`src/rtl/aud_ctrl_fsm_pkg.sv`:
```
// Shared types for the audio record/play controller: state encoding, key indices, speed type.
package aud_ctrl_pkg;

   typedef enum logic [2:0] {
      S_IDLE       = 3'd0,
      S_I2C        = 3'd1,
      S_RECD       = 3'd2,
      S_RECD_PAUSE = 3'd3,
      S_PLAY       = 3'd4,
      S_PLAY_PAUSE = 3'd5,
      S_STOP       = 3'd6
   } state_t;

   localparam int KEY_PLAY = 0;
   localparam int KEY_REC  = 1;
   localparam int KEY_STOP = 2;
   localparam int NUM_KEYS = 3;

   typedef logic [2:0] speed_t;

   // Returns {fast, slow_0, slow_1}; a speed factor of 1 means normal play, so no mode applies.
   function automatic logic [2:0] modeFlags(input logic fast, input logic interp, input speed_t speed);
      if (speed == 3'd0) begin
         return 3'b000;
      end
      return {fast, ~fast & ~interp, ~fast & interp};
   endfunction

endpackage

```
`src/rtl/aud_ctrl_fsm_if.sv`:
```
// Command/status bundle between the controller (master) and the recorder/DSP side (slave).
interface aud_ctrl_fsm_if #(
   parameter int ADDR_W = 20
);
   logic [ADDR_W-1:0] i_rec_addr;
   logic [ADDR_W-1:0] i_play_addr;
   logic              o_rec_start;
   logic              o_rec_pause;
   logic              o_rec_stop;
   logic              o_dsp_start;
   logic              o_dsp_pause;
   logic              o_dsp_stop;
   logic [ADDR_W-1:0] o_end_addr;
   logic              o_sram_wr_sel;

   modport master (
      input  i_rec_addr, i_play_addr,
      output o_rec_start, o_rec_pause, o_rec_stop,
      output o_dsp_start, o_dsp_pause, o_dsp_stop,
      output o_end_addr, o_sram_wr_sel
   );

   modport slave (
      output i_rec_addr, i_play_addr,
      input  o_rec_start, o_rec_pause, o_rec_stop,
      input  o_dsp_start, o_dsp_pause, o_dsp_stop,
      input  o_end_addr, o_sram_wr_sel
   );
endinterface

```
`src/rtl/aud_ctrl_fsm_key_debounce.sv`:
```
// One active-low key: 2-flop synchroniser, stable-count debouncer and press-edge detector.
module key_debounce #(
   parameter int DEB_CYC = 20000
) (
   input  logic i_clk,
   input  logic i_rst,
   input  logic i_key_n,
   output logic o_press
);

   localparam int CNT_W = $clog2(DEB_CYC + 1);
   localparam logic [CNT_W-1:0] CNT_LAST = CNT_W'(DEB_CYC - 1);

   logic [1:0]       r_sync;
   logic             r_stable;
   logic [CNT_W-1:0] r_cnt;
   logic             r_press;

   // A new level is accepted only after DEB_CYC consecutive matching samples; a 1->0 acceptance is a press.
   always_ff @(posedge i_clk) begin
      if (i_rst) begin
         r_sync   <= 2'b11;
         r_stable <= 1'b1;
         r_cnt    <= '0;
         r_press  <= 1'b0;
      end else begin
         r_sync  <= {r_sync[0], i_key_n};
         r_press <= 1'b0;
         if (r_sync[1] != r_stable) begin
            if (r_cnt == CNT_LAST) begin
               r_stable <= r_sync[1];
               r_cnt    <= '0;
               r_press  <= r_stable;
            end else begin
               r_cnt <= r_cnt + 1'b1;
            end
         end else begin
            r_cnt <= '0;
         end
      end
   end

   assign o_press = r_press;

endmodule

```
`src/rtl/aud_ctrl_fsm.sv`:
```
// Record/play controller: key commands, codec init sequencing, end-address tracking.
// Optional second counters enabled by defining AUD_CTRL_TIMER_EN.
module aud_ctrl_fsm
   import aud_ctrl_pkg::*;
#(
   parameter int                ADDR_W   = 20,
   parameter int                DEB_CYC  = 20000,
   parameter logic [ADDR_W-1:0] ADDR_MAX = {ADDR_W{1'b1}}
`ifdef AUD_CTRL_TIMER_EN
   , parameter int              CLK_HZ   = 12000000
`endif
) (
   input  logic                  i_clk,
   input  logic                  i_rst,
   input  logic                  i_key_0,
   input  logic                  i_key_1,
   input  logic                  i_key_2,
   input  speed_t                i_speed,
   input  logic                  i_fast,
   input  logic                  i_interp,
   input  logic                  i_i2c_finished,
   output logic                  o_i2c_start,
   output logic                  o_fast,
   output logic                  o_slow_0,
   output logic                  o_slow_1,
   output speed_t                o_speed,
   output logic [2:0]            o_state,
`ifdef AUD_CTRL_TIMER_EN
   output logic [5:0]            o_rec_sec,
   output logic [5:0]            o_play_sec,
`endif
   aud_ctrl_fsm_if.master        io_bus
);

   logic [NUM_KEYS-1:0] w_keyN;
   logic [NUM_KEYS-1:0] w_press;
   logic                w_evStop;
   logic                w_evRec;
   logic                w_evPlay;

   assign w_keyN = {i_key_2, i_key_1, i_key_0};

   for (genvar k = 0; k < NUM_KEYS; k++) begin : g_key
      key_debounce #(.DEB_CYC(DEB_CYC)) u_key (
         .i_clk   (i_clk),
         .i_rst   (i_rst),
         .i_key_n (w_keyN[k]),
         .o_press (w_press[k])
      );
   end

   // Stop wins over record, record over play.
   assign w_evStop = w_press[KEY_STOP];
   assign w_evRec  = w_press[KEY_REC] & ~w_evStop;
   assign w_evPlay = w_press[KEY_PLAY] & ~w_press[KEY_REC] & ~w_evStop;

   state_t            r_state;
   logic              r_i2cStart;
   logic              r_recStart, r_recPause, r_recStop;
   logic              r_dspStart, r_dspPause, r_dspStop;
   logic              r_fast, r_slow0, r_slow1;
   speed_t            r_speed;
   logic [ADDR_W-1:0] r_endAddr;

   always_ff @(posedge i_clk) begin
      if (i_rst) begin
         r_state    <= S_IDLE;
         r_i2cStart <= 1'b0;
         r_recStart <= 1'b0;
         r_recPause <= 1'b0;
         r_recStop  <= 1'b0;
         r_dspStart <= 1'b0;
         r_dspPause <= 1'b0;
         r_dspStop  <= 1'b0;
         r_fast     <= 1'b0;
         r_slow0    <= 1'b0;
         r_slow1    <= 1'b0;
         r_speed    <= '0;
         r_endAddr  <= '0;
      end else begin
         r_i2cStart <= 1'b0;
         r_recStart <= 1'b0;
         r_recPause <= 1'b0;
         r_recStop  <= 1'b0;
         r_dspStart <= 1'b0;
         r_dspPause <= 1'b0;
         r_dspStop  <= 1'b0;

         // Playback mode may only change while stopped or paused, never mid-stream.
         if (r_state == S_STOP || r_state == S_PLAY_PAUSE) begin
            {r_fast, r_slow0, r_slow1} <= modeFlags(i_fast, i_interp, i_speed);
            r_speed <= i_speed;
         end

         case (r_state)
            S_IDLE: begin
               r_i2cStart <= 1'b1;
               r_state    <= S_I2C;
            end
            S_I2C: begin
               if (i_i2c_finished) r_state <= S_STOP;
            end
            S_STOP: begin
               if (w_evRec) begin
                  r_recStart <= 1'b1;
                  r_state    <= S_RECD;
               end else if (w_evPlay && r_endAddr != '0) begin
                  r_dspStart <= 1'b1;
                  r_state    <= S_PLAY;
               end
            end
            S_RECD: begin
               if (w_evStop || io_bus.i_rec_addr == ADDR_MAX) begin
                  r_recStop <= 1'b1;
                  r_endAddr <= io_bus.i_rec_addr;
                  r_state   <= S_STOP;
               end else if (w_evRec) begin
                  r_recPause <= 1'b1;
                  r_state    <= S_RECD_PAUSE;
               end
            end
            S_RECD_PAUSE: begin
               if (w_evStop) begin
                  r_recStop <= 1'b1;
                  r_endAddr <= io_bus.i_rec_addr;
                  r_state   <= S_STOP;
               end else if (w_evRec) begin
                  r_recStart <= 1'b1;
                  r_state    <= S_RECD;
               end
            end
            S_PLAY: begin
               if (w_evStop || io_bus.i_play_addr >= r_endAddr) begin
                  r_dspStop <= 1'b1;
                  r_state   <= S_STOP;
               end else if (w_evPlay) begin
                  r_dspPause <= 1'b1;
                  r_state    <= S_PLAY_PAUSE;
               end
            end
            S_PLAY_PAUSE: begin
               if (w_evStop) begin
                  r_dspStop <= 1'b1;
                  r_state   <= S_STOP;
               end else if (w_evPlay) begin
                  r_dspStart <= 1'b1;
                  r_state    <= S_PLAY;
               end
            end
            default: r_state <= S_IDLE;
         endcase
      end
   end

`ifdef AUD_CTRL_TIMER_EN
   localparam int TICK_W = $clog2(CLK_HZ + 1);
   localparam logic [TICK_W-1:0] TICK_LAST = TICK_W'(CLK_HZ - 1);

   logic [TICK_W-1:0] r_tick;
   logic [5:0]        r_recSec;
   logic [5:0]        r_playSec;

   // One shared sub-second tick: record and play are never active together, and pauses keep the fraction.
   always_ff @(posedge i_clk) begin
      if (i_rst) begin
         r_tick    <= '0;
         r_recSec  <= '0;
         r_playSec <= '0;
      end else if (r_state == S_STOP && w_evRec) begin
         r_tick   <= '0;
         r_recSec <= '0;
      end else if (r_state == S_STOP && w_evPlay && r_endAddr != '0) begin
         r_tick    <= '0;
         r_playSec <= '0;
      end else if (r_state == S_RECD || r_state == S_PLAY) begin
         if (r_tick == TICK_LAST) begin
            r_tick <= '0;
            if (r_state == S_RECD && r_recSec != 6'd63) r_recSec <= r_recSec + 1'b1;
            if (r_state == S_PLAY && r_playSec != 6'd63) r_playSec <= r_playSec + 1'b1;
         end else begin
            r_tick <= r_tick + 1'b1;
         end
      end
   end

   assign o_rec_sec  = r_recSec;
   assign o_play_sec = r_playSec;
`endif

   assign o_i2c_start          = r_i2cStart;
   assign o_fast               = r_fast;
   assign o_slow_0             = r_slow0;
   assign o_slow_1             = r_slow1;
   assign o_speed              = r_speed;
   assign o_state              = r_state;
   assign io_bus.o_rec_start   = r_recStart;
   assign io_bus.o_rec_pause   = r_recPause;
   assign io_bus.o_rec_stop    = r_recStop;
   assign io_bus.o_dsp_start   = r_dspStart;
   assign io_bus.o_dsp_pause   = r_dspPause;
   assign io_bus.o_dsp_stop    = r_dspStop;
   assign io_bus.o_end_addr    = r_endAddr;
   assign io_bus.o_sram_wr_sel = (r_state == S_RECD);

endmodule

```
`src/flat_wrapper.sv`:
```
// flat-port wrapper written by rule: the top's interface ports become plain ports
module aud_ctrl_fsm_flat import aud_ctrl_pkg::*;
#(
   parameter int                ADDR_W   = 20,
   parameter int                DEB_CYC  = 20000,
   parameter logic [ADDR_W-1:0] ADDR_MAX = {ADDR_W{1'b1}}

)
  (i_clk, i_rst, i_key_0, i_key_1, i_key_2, i_speed, i_fast, i_interp, i_i2c_finished, o_i2c_start, o_fast, o_slow_0, o_slow_1, o_speed, o_state, io_bus_i_rec_addr, io_bus_i_play_addr, io_bus_o_rec_start, io_bus_o_rec_pause, io_bus_o_rec_stop, io_bus_o_dsp_start, io_bus_o_dsp_pause, io_bus_o_dsp_stop, io_bus_o_end_addr, io_bus_o_sram_wr_sel);
  aud_ctrl_fsm_if #(.ADDR_W(ADDR_W)) io_bus_i ();
  input  logic i_clk;
  input  logic i_rst;
  input  logic i_key_0;
  input  logic i_key_1;
  input  logic i_key_2;
  input  speed_t i_speed;
  input  logic i_fast;
  input  logic i_interp;
  input  logic i_i2c_finished;
  output logic o_i2c_start;
  output logic o_fast;
  output logic o_slow_0;
  output logic o_slow_1;
  output speed_t o_speed;
  output logic [2:0] o_state;
  input wire logic [$bits(io_bus_i.i_rec_addr)-1:0] io_bus_i_rec_addr;
  input wire logic [$bits(io_bus_i.i_play_addr)-1:0] io_bus_i_play_addr;
  output wire logic [$bits(io_bus_i.o_rec_start)-1:0] io_bus_o_rec_start;
  output wire logic [$bits(io_bus_i.o_rec_pause)-1:0] io_bus_o_rec_pause;
  output wire logic [$bits(io_bus_i.o_rec_stop)-1:0] io_bus_o_rec_stop;
  output wire logic [$bits(io_bus_i.o_dsp_start)-1:0] io_bus_o_dsp_start;
  output wire logic [$bits(io_bus_i.o_dsp_pause)-1:0] io_bus_o_dsp_pause;
  output wire logic [$bits(io_bus_i.o_dsp_stop)-1:0] io_bus_o_dsp_stop;
  output wire logic [$bits(io_bus_i.o_end_addr)-1:0] io_bus_o_end_addr;
  output wire logic [$bits(io_bus_i.o_sram_wr_sel)-1:0] io_bus_o_sram_wr_sel;
  assign io_bus_i.i_rec_addr = io_bus_i_rec_addr;
  assign io_bus_i.i_play_addr = io_bus_i_play_addr;
  assign io_bus_o_rec_start = io_bus_i.o_rec_start;
  assign io_bus_o_rec_pause = io_bus_i.o_rec_pause;
  assign io_bus_o_rec_stop = io_bus_i.o_rec_stop;
  assign io_bus_o_dsp_start = io_bus_i.o_dsp_start;
  assign io_bus_o_dsp_pause = io_bus_i.o_dsp_pause;
  assign io_bus_o_dsp_stop = io_bus_i.o_dsp_stop;
  assign io_bus_o_end_addr = io_bus_i.o_end_addr;
  assign io_bus_o_sram_wr_sel = io_bus_i.o_sram_wr_sel;
  aud_ctrl_fsm #(.ADDR_W(ADDR_W), .DEB_CYC(DEB_CYC), .ADDR_MAX(ADDR_MAX)) u_core (.i_clk(i_clk), .i_rst(i_rst), .i_key_0(i_key_0), .i_key_1(i_key_1), .i_key_2(i_key_2), .i_speed(i_speed), .i_fast(i_fast), .i_interp(i_interp), .i_i2c_finished(i_i2c_finished), .o_i2c_start(o_i2c_start), .o_fast(o_fast), .o_slow_0(o_slow_0), .o_slow_1(o_slow_1), .o_speed(o_speed), .o_state(o_state), .io_bus(io_bus_i));
endmodule
```
`config.mk`:
```
export PLATFORM = sky130hd
export DESIGN_NAME = aud_ctrl_fsm_flat
export DESIGN_NICKNAME = d
export VERILOG_FILES = /design/src/rtl/aud_ctrl_fsm_pkg.sv /design/src/rtl/aud_ctrl_fsm_if.sv /design/src/rtl/aud_ctrl_fsm_key_debounce.sv /design/src/rtl/aud_ctrl_fsm.sv /design/src/flat_wrapper.sv
export SDC_FILE = /design/constraint.sdc
export NUM_CORES = 1
export LEC_CHECK = 0
export CORE_UTILIZATION = 36
export CTS_BUF_LIST = sky130_fd_sc_hd__clkbuf_2
export DETAILED_ROUTE_END_ITERATION = 8
export DONT_BUFFER_PORTS = 1
export HOLD_SLACK_MARGIN = 0.1
export PLACE_DENSITY = 0.61
export SETUP_SLACK_MARGIN = 0.3
export SYNTH_ARGS = -nofsm -noshare
export SYNTH_HDL_FRONTEND = slang
export SYNTH_SLANG_ARGS = --single-unit
```
`constraint.sdc`:
```
create_clock -name i_clk -period 3.2 [get_ports i_clk]
set_clock_uncertainty 0.2 [all_clocks]
set_input_delay 0.96 -clock i_clk [delete_from_list [all_inputs] [get_ports i_clk]]
set_output_delay 0.96 -clock i_clk [all_outputs]
set_load 0.03 [all_outputs]
```
==> flow_summary.ini, run 1 <==
[status]
run_status = complete, but fails checks
violations = design-rule violations

[grt]
grt_pass1_wl_mm = 14.7
antenna_found_initial = 0
grt_max_degree = 53
grt_util_all_layers_pct = 14.7
globalRouteOverflowTotal = 0
grt_pass1_vias = 3250

[hold_path]
hp-class = input port to flip-flop
holdCritStartpoint = i_rst
whs_path_depth = 1
hold_end = u_core.g_key[1].u_key.o_press

[setup_path]
reg2reg_slack_ns = 0.51
worstSetupPathType = flip-flop to output pin
worstPathRequired_ns = 2.04
critPathBufInv = 2
crit_slowest_cell = dfxtp_1
crit_fanout = 12
critical_path.top_delay_family = buffers and inverters
end_kind = output pin
arrival_ns = 1.59
worstSetupPathDepth = 3
start_kind = flip-flop
cp_cell_sequence = buf_4 > inv_1 > and2_2
worstRegToRegCells = 8
rr_startpoint = u_core.io_bus.o_end_addr[11]
rr_endpoint = u_core.io_bus.o_dsp_pause
crit_path_max_incr_delay_ns = 0.37

[detailed_routing]
dr.pass1.iters = 7
detail-route-antenna-nets = 0
vias_per_cell = 5.15
drt_iter0_drc = 158
drc = 30
drt_wl_total_mm = 8.64
dr_total_vias = 3247
wl_per_cell_microns = 13.7

[yosys]
synth.most_common_cell = dfxtp_1
synthSimpleGateAreaFrac_pct = 24.3
synth_compound_area_share_pct = 7.05
synth_cell_types = 47
ys.flop_type = dfxtp_1
synth_xor_area_share_pct = 8.77
synth-edff-count = 0
synth_top_area_share_pct = 43.3
async_reset_ff_share_pct = 0
synth_nets = 554
synthAdderAreaFrac_pct = 6.70
synth_top_family_by_area = simple AND/OR/NAND/NOR gates
yosys_register_bits = 93
ys_seq_area_share_pct = 43.3
synthesis.area_sq_mm = 0.00430
ys_warn_count = 0
synth_common_cells = dfxtp_1 (93), nor2_1 (90), inv_1 (32)
synth.area.mux_share_pct = 5.36
synth_area_leaders = dfxtp_1 (43%), nor2_1 (7.9%), ha_1 (6.7%), xor2_1 (5.5%), mux2i_1 (5.4%)
avgSynthCellArea_sq_um = 8.95
synth_cells = 480
synth_top_cell_by_area = dfxtp_1

[placement]
place.port_buffers = 0
dp_hpwl_mm = 6.67
gp_congestion = 0.854
place_inst = 615

[clocking]
cts.sinks = 93
numCtsBuffers = 9
clock_latency_ns = 0.56
clk_root_buffer_cell = clkbuf_2
cts_buffer_depth = 2
clk_pin_slew_worst_paths_ns = 0.27
hold_buffers = 0
tritoncts = yes
htreeDepth = 3

[timing]
tns_ns = 0
period_share_pct = 85.8
rsz0062_at_grt = false
finalCriticalPeriod_ns = 2.75
setup_violations = 0
hold_violations = 0
relSlewSlack_pct = 66.2
worst_pin_slew_ns = 0.504
hold_slack_ns = 0.250
slew_violations = 0
max_freq_ghz = 0.364

[cells_and_area]
num-fill-cells = 1166
post-route-util_pct = 39.5
fin_nets = 557
syn_to_final_growth_pct = 6.00
drive_above_1_share_pct = 7.80
n_antenna_cell = 0
stdcell_count = 630

[die]
coreArea_sq_mm = 0.0115
num_rows = 39
dieArea_sq_mm = 0.0124
top_level_ports = 88
initial_core_util_pct = 37.3
die_w_microns = 111
die_y_microns = 111

[power]
power_density_mw_per_mm2 = 479
p_leak_nw = 1.59
power.total_mw = 2.18
ir_worst_vdd_mv = 0.142

[job]
maxCapViolations = 0
-- state kept, by name, summed over array words and instances (netlist names), 3 cells and up --
| signal | cells |
|---|---|
| u_core.g_key.u_key.o_press | 3 |
| u_core.g_key.u_key.r_cnt | 45 |
| u_core.g_key.u_key.r_stable | 3 |
| u_core.g_key.u_key.r_sync | 6 |
| u_core.io_bus.o_end_addr | 20 |
| u_core.o_speed | 3 |
| u_core.o_state | 3 |
-- metrics by stage --
| step | worst slack, ns | cell area, sq um |
|---|---|---|
| floorplan | 0.463 | 4300 |
| global placement | 0.357 | 4440 |
| detailed placement | 0.294 | 4440 |
| CTS | 0.313 | 4550 |
| global route | 0.303 | 4550 |
| finish | 0.453 | 4550 |
-- routing by layer --
| metal | GRT usage [%] | routed length (microns) |
|---|---|---|
| met5 | 0 | 0 |
| met4 | 6.31 | 112 |
| met3 | 4.37 | 666 |
| met2 | 25.4 | 4150 |
| met1 | 16.9 | 3710 |
-- power by group --
part           leakage, nW  internal [mW]  total, mW  switching (mW)
Sequential           0.752           1.20       1.25          0.0500
Combinational        0.776          0.130      0.360           0.230
Clock               0.0606          0.181      0.571           0.391
-- area by class of cell --
class	count	area, sq um	share of cell area [%]
clock buffers	10	50.0	1.10
clock inverters	5	61.3	1.35
inverters	32	120	2.64
multi-input cells	342	2240	49.3
flip-flops and latches	93	1860	40.9
well taps	143	179	3.93
repair buffers	5	37.5	0.824
-- repair_timing --
item                                    CTS  global route
resized for setup                         0             2
endpoints found under the setup margin    0             1
buffers inserted                          0             0
-- layout by cell type, fill, tap and decap left out, drive strengths merged, types with 2 or more instances in the layout --
master	instances
a21o	3
or2	6
o21ai	9
nor3b	2
a21oi	14
nand2b	4
clkbuf	10
and2	4
nor4	10
nor2b	3
and3	9
mux2i	23
buf	5
nand4	20
xor2	27
inv	33
nand2	22
a211oi	4
ha	23
clkinvlp	3
nor2	90
nor3	11
xnor2	16
nor4b	6
nand3	20
a211o	3
o21a	2
dfxtp	93
a31o	2
-- kinds of logic after synthesis --
family,Yosys count
and+or+nand+nor,209
DFF,93
buffers and inverters,45
AOI/OAI and AO/OA,44
xor gates and xnor gates,43
muxes,23
adders and majority gates,23
-- worst max path at each step --
stage	from	end
after detailed placement	io_bus_i_play_addr[9]	u_core.io_bus.o_dsp_pause
after global routing	u_core.o_state[2]	io_bus_o_sram_wr_sel
after floorplan	io_bus_i_play_addr[9]	u_core.o_state[0]
after global placement	io_bus_i_play_addr[9]	u_core.o_state[0]
after CTS	u_core.o_state[2]	io_bus_o_sram_wr_sel
final	u_core.o_state[2]	io_bus_o_sram_wr_sel
No activity file was read; power rests on OpenSTA's default activity.
==> run 2: changes to the inputs <==
- clock period: 3.2 -> 3 ns (I/O delays scaled with it)
==> run 2 against run 1 <==
The flow still finishes with violations (design-rule violations). Sequential share of layout area decreased by 0.49 points. Worst setup slack got worse by 0.036 ns. Combinational power grew 12%. Register-to-register slack lost 0.09 ns. Largest power group unchanged.
==> flow_summary.ini, run 2 (same netlist as run 1, synthesis figures left out) <==
[cells_and_area]
final_common_cell = nor2_1
drive_above_1_share_pct = 9.53
syn_to_final_growth_pct = 7.72
n_antenna_cell = 0
stdcell_count = 636
num-fill-cells = 1159
fin_nets = 563
regMostFlops = u_core.g_key.u_key.r_cnt
largest_reg_flops = 45
mostFrequentLayoutCells = nor2_1 (90), dfxtp_1 (87), inv_1 (32), xor2_1 (27)

[setup_path]
worstSetupPathDepth = 8
critical_path.top_delay_family = compound AO/OA/AOI/OAI gates
cp_cell_sequence = inv_1 > ha_1 > nand4_1 > nor2_1 > a2111o_1 > a211oi_2 > nand3_1 > a31o_1
worstRegToRegCells = 8
crit_slowest_cell = dfxtp_1
critPathBufInv = 1
arrival_ns = 2.86
worstSetupPathType = flip-flop to flip-flop
start_kind = flip-flop
worstPathRequired_ns = 3.28
end_kind = flip-flop
crit_path_max_incr_delay_ns = 0.62
crit_fanout = 4

[detailed_routing]
drc = 30
detail-route-antenna-nets = 0
vias_per_cell = 5.08
drt_iter0_drc = 151
dr_total_vias = 3233
drt_wl_total_mm = 8.90
wl_per_cell_microns = 14.0
dr.pass1.iters = 7

[placement]
place.port_buffers = 0
dp_hpwl_mm = 6.65
gp_congestion = 0.866
place_inst = 619

[die]
num_rows = 39
die_y_microns = 111
die_w_microns = 111
top_level_ports = 88
coreArea_sq_mm = 0.0115
initial_core_util_pct = 37.3
dieArea_sq_mm = 0.0124

[power]
p_leak_nw = 1.64
ir_worst_vdd_mv = 0.238
power_density_mw_per_mm2 = 521

[job]
maxCapViolations = 0

[grt]
globalRouteOverflowTotal = 0
antenna_found_initial = 0
grt_pass1_wl_mm = 14.7
grt_pass1_vias = 3161
grt_util_all_layers_pct = 14.9
grt_max_degree = 53

[status]
run_status = complete, but fails checks
violations = design-rule violations

[clocking]
cts_buffer_depth = 2
clk_pin_slew_worst_paths_ns = 0.23
numCtsBuffers = 9
clock_latency_ns = 0.57
post_cts_buffers = 0
cts.sinks = 93
clk_root_buffer_cell = clkbuf_2
htreeDepth = 3
tritoncts = yes

[timing]
max_freq_ghz = 0.387
finalCriticalPeriod_ns = 2.58
setup_violations = 0
rsz0062_at_grt = true
hold_violations = 0
period_share_pct = 86.1
relSlewSlack_pct = 46.4
tns_ns = 0
slew_violations = 0
worst_pin_slew_ns = 0.801

[hold_path]
whs_path_depth = 1
hp-class = input port to flip-flop
run 2: changes by cell type in the layout (fill, tap and decap cells not counted), sizes merged:
cell	change
inv	-1
buf	+4
dlygate4sd3	+2
bufinv	+1
clkinvlp	-2
clkinv	+2
run 2: what timing repair did:
action                                  4_1_cts  5_1_grt
gates resized for setup                       2        7
hold buffers                                  0        2
endpoints found under the hold margin         0       18
endpoints found under the setup margin        1        4
run 2: path summary, 6_finish.rpt:
path	end	slack, ns	start
min	u_core.io_bus.o_end_addr[3]	0.18	i_rst
min reg2reg	u_core.g_key[2].u_key.r_sync[1]	0.25	u_core.g_key[2].u_key.r_sync[0]
max reg2reg	u_core.o_state[0]	0.42	u_core.io_bus.o_end_addr[18]
max	u_core.o_state[0]	0.42	u_core.io_bus.o_end_addr[18]
run 2: per-stage QoR:
step,setup WS [ns],utilization [%],hold slack [ns],area [sq um],power (mW)
final,0.418,40.2,0.184,4630,2.41
after global routing,0.292,40.2,0.103,4630,2.55
after CTS,0.308,39.9,0.118,4600,2.43
after detailed placement,0.158,38.8,0.205,4470,1.74
after global placement,0.219,38.8,0.203,4470,1.73
after floorplan,0.323,-,0.189,4300,1.66
run 2: final cells by class:
cell class,count,area [sq um],area share (%)
Sequential cell,93,1870,40.4
Clock buffer,10,50.0,1.08
Tap cell,143,179,3.87
Timing Repair Buffer,11,87.6,1.89
Clock inverter,5,76.3,1.65
Inverter,32,120,2.60
Multi-Input combinational cell,342,2250,48.5
run 2: layer usage:
metal	wire length (microns)	up-vias	track usage [%]
li1	-	1657	-
met3	645	15	5.14
met2	4020	90	24.3
met5	0	-	0
met4	181	0	5.59
met1	4050	1471	17.9
run 2: power by group:
part | switching (mW) | internal, mW
combinational | 0.258 | 0.144
clock | 0.407 | 0.270
sequential | 0.0530 | 1.28
==> run 3: changes to the inputs <==
- HOLD_SLACK_MARGIN: 0.1 -> 0.02
==> run 3 against run 2 <==
The flow still finishes with violations (design-rule violations). Flip-flop and latch count stayed put. Power is 0.39% lower. Core utilization shrank 0.17 points. Critical endpoint unchanged. Worst setup slack better by 0.021 ns. Combinational power shrank 2%. Global-route usage unchanged. Cell area decreased by 0.43%. Critical path type unchanged. Cell count shrank 0.31%. First-iteration DRC count did not move.
==> flow_summary.ini, run 3 (same netlist as run 1, synthesis figures left out) <==
[setup_path]
worstSetupPathDepth = 8
end_kind = flip-flop
crit_slowest_cell = dfxtp_1
start_kind = flip-flop
arrival_ns = 2.84
rr_endpoint = u_core.o_state[0]
crit_path_start = u_core.io_bus.o_end_addr[18]
crit_path_max_incr_delay_ns = 0.61
reg2reg_slack_ns = 0.44
critical_path.top_delay_family = compound AO/OA/AOI/OAI gates
rr_startpoint = u_core.io_bus.o_end_addr[18]
critPathBufInv = 1
worstSetupPathType = flip-flop to flip-flop
crit_fanout = 4
cp_cell_sequence = inv_1 > ha_1 > nand4_1 > nor2_1 > a2111o_1 > a211oi_2 > nand3_1 > a31o_1
worstPathRequired_ns = 3.28
endpoint = u_core.o_state[0]
worstRegToRegCells = 8

[timing]
setup_violations = 0
slew_violations = 0
hold_violations = 0
max_freq_ghz = 0.390
finalCriticalPeriod_ns = 2.56
rsz0062_at_grt = true
setup_slack_ns = 0.439
period_share_pct = 85.4
worst_pin_slew_ns = 0.521
tns_ns = 0
relSlewSlack_pct = 65.3

[clocking]
numCtsBuffers = 9
clk_pin_slew_worst_paths_ns = 0.23
clk_root_buffer_cell = clkbuf_2
hold_buffers = 0
tritoncts = yes
htreeDepth = 3
cts_buffer_depth = 2
cts.sinks = 93
post_cts_buffers = 0
ctsResizeCount = 2
clock_latency_ns = 0.57

[cells_and_area]
multiInputGateArea_sq_mm = 0.00225
syn_to_final_growth_pct = 7.25
final_common_cell = nor2_1
mostFrequentLayoutCells = nor2_1 (90), dfxtp_1 (87), inv_1 (32), xor2_1 (27)
fin_nets = 561
stdcell_count = 634
regMostFlops = u_core.g_key.u_key.r_cnt
largest_reg_flops = 45
drive_above_1_share_pct = 9.57
n_antenna_cell = 0
seq_area_sq_mm = 0.00187
num-fill-cells = 1160
post-route-util_pct = 40.0

[grt]
grt_max_degree = 53
grt_pass1_wl_mm = 14.7
antenna_found_initial = 0
grt_util_all_layers_pct = 14.9
globalRouteOverflowTotal = 0
grt_pass1_vias = 3161

[die]
die_w_microns = 111
coreArea_sq_mm = 0.0115
dieArea_sq_mm = 0.0124
die_y_microns = 111
initial_core_util_pct = 37.3
top_level_ports = 88
num_rows = 39

[job]
maxCapViolations = 0

[power]
p_leak_nw = 1.63
ir_worst_vdd_mv = 0.237
power_density_mw_per_mm2 = 521

[detailed_routing]
dr_total_vias = 3226
detail-route-antenna-nets = 0
dr.pass1.iters = 6
vias_per_cell = 5.09
drc = 30
drt_iter0_drc = 151
wl_per_cell_microns = 13.6
drt_wl_total_mm = 8.65

[hold_path]
whs_path_depth = 1
hp-class = input port to flip-flop

[placement]
gp_congestion = 0.866
dp_hpwl_mm = 6.65
place_inst = 619
dpl_worst_slack_ns = 0.158
place.port_buffers = 0

[status]
violations = design-rule violations
run_status = complete, but fails checks
## run 3: changes by cell type in the layout (fill, tap and decap cells not counted), sizes merged
cell	previous run	this run
dlygate4sd3	2	0
## run 3: worst min-delay path by stage
stage | to | startpoint | slack, ns
final | u_core.g_key[0].u_key.o_press | i_rst | 0.20
after detailed placement | u_core.g_key[1].u_key.r_sync[1] | u_core.g_key[1].u_key.r_sync[0] | 0.21
after global placement | u_core.g_key[1].u_key.r_sync[1] | u_core.g_key[1].u_key.r_sync[0] | 0.20
after CTS | u_core.io_bus.o_end_addr[12] | i_rst | 0.12
after global routing | u_core.o_slow_1 | i_rst | 0.08
after floorplan | u_core.g_key[0].u_key.r_sync[1] | u_core.g_key[0].u_key.r_sync[0] | 0.19
## run 3: per-layer routing
layer  vias to the layer above  GRT usage [%]  routed length (microns)
li1                       1648              -                        -
met1                      1467           17.9                     3880
met2                        96           24.3                     3940
met3                        15           5.14                      675
met4                         0           5.59                      156
met5                         -              0                        0
## run 3: stage by stage
step | power (mW) | area [sq um] | hold WS, ns
2_1_floorplan | 1.66 | 4300 | 0.189
3_3_place_gp | 1.73 | 4470 | 0.203
3_5_place_dp | 1.74 | 4470 | 0.205
4_1_cts | 2.43 | 4600 | 0.118
5_1_grt | 2.54 | 4610 | 0.0843
6_report | 2.40 | 4610 | 0.200
## run 3: area by class of cell
class / count / area share [%]
Tap cell: 143 / 3.88
Clock buffer: 10 / 1.09
Multi-Input combinational cell: 342 / 48.7
Inverter: 32 / 2.61
Timing Repair Buffer: 9 / 1.47
Clock inverter: 5 / 1.66
Sequential cell: 93 / 40.6
## run 3: worst register-to-register path, stage by stage (launching register included)
cell and delay, ns:
dfxtp_1 0.61, inv_1 0.09, ha_1 0.32, nand4_1 0.14, nor2_1 0.07, a2111o_1 0.37
a211oi_2 0.33, nand3_1 0.12, a31o_1 0.23
## run 3: report_power, final
| group | leakage, nW | switching, mW | internal, mW |
|---|---|---|---|
| combinational | 0.799 | 0.251 | 0.142 |
| clock | 0.0754 | 0.407 | 0.270 |
| sequential | 0.755 | 0.0532 | 1.28 |
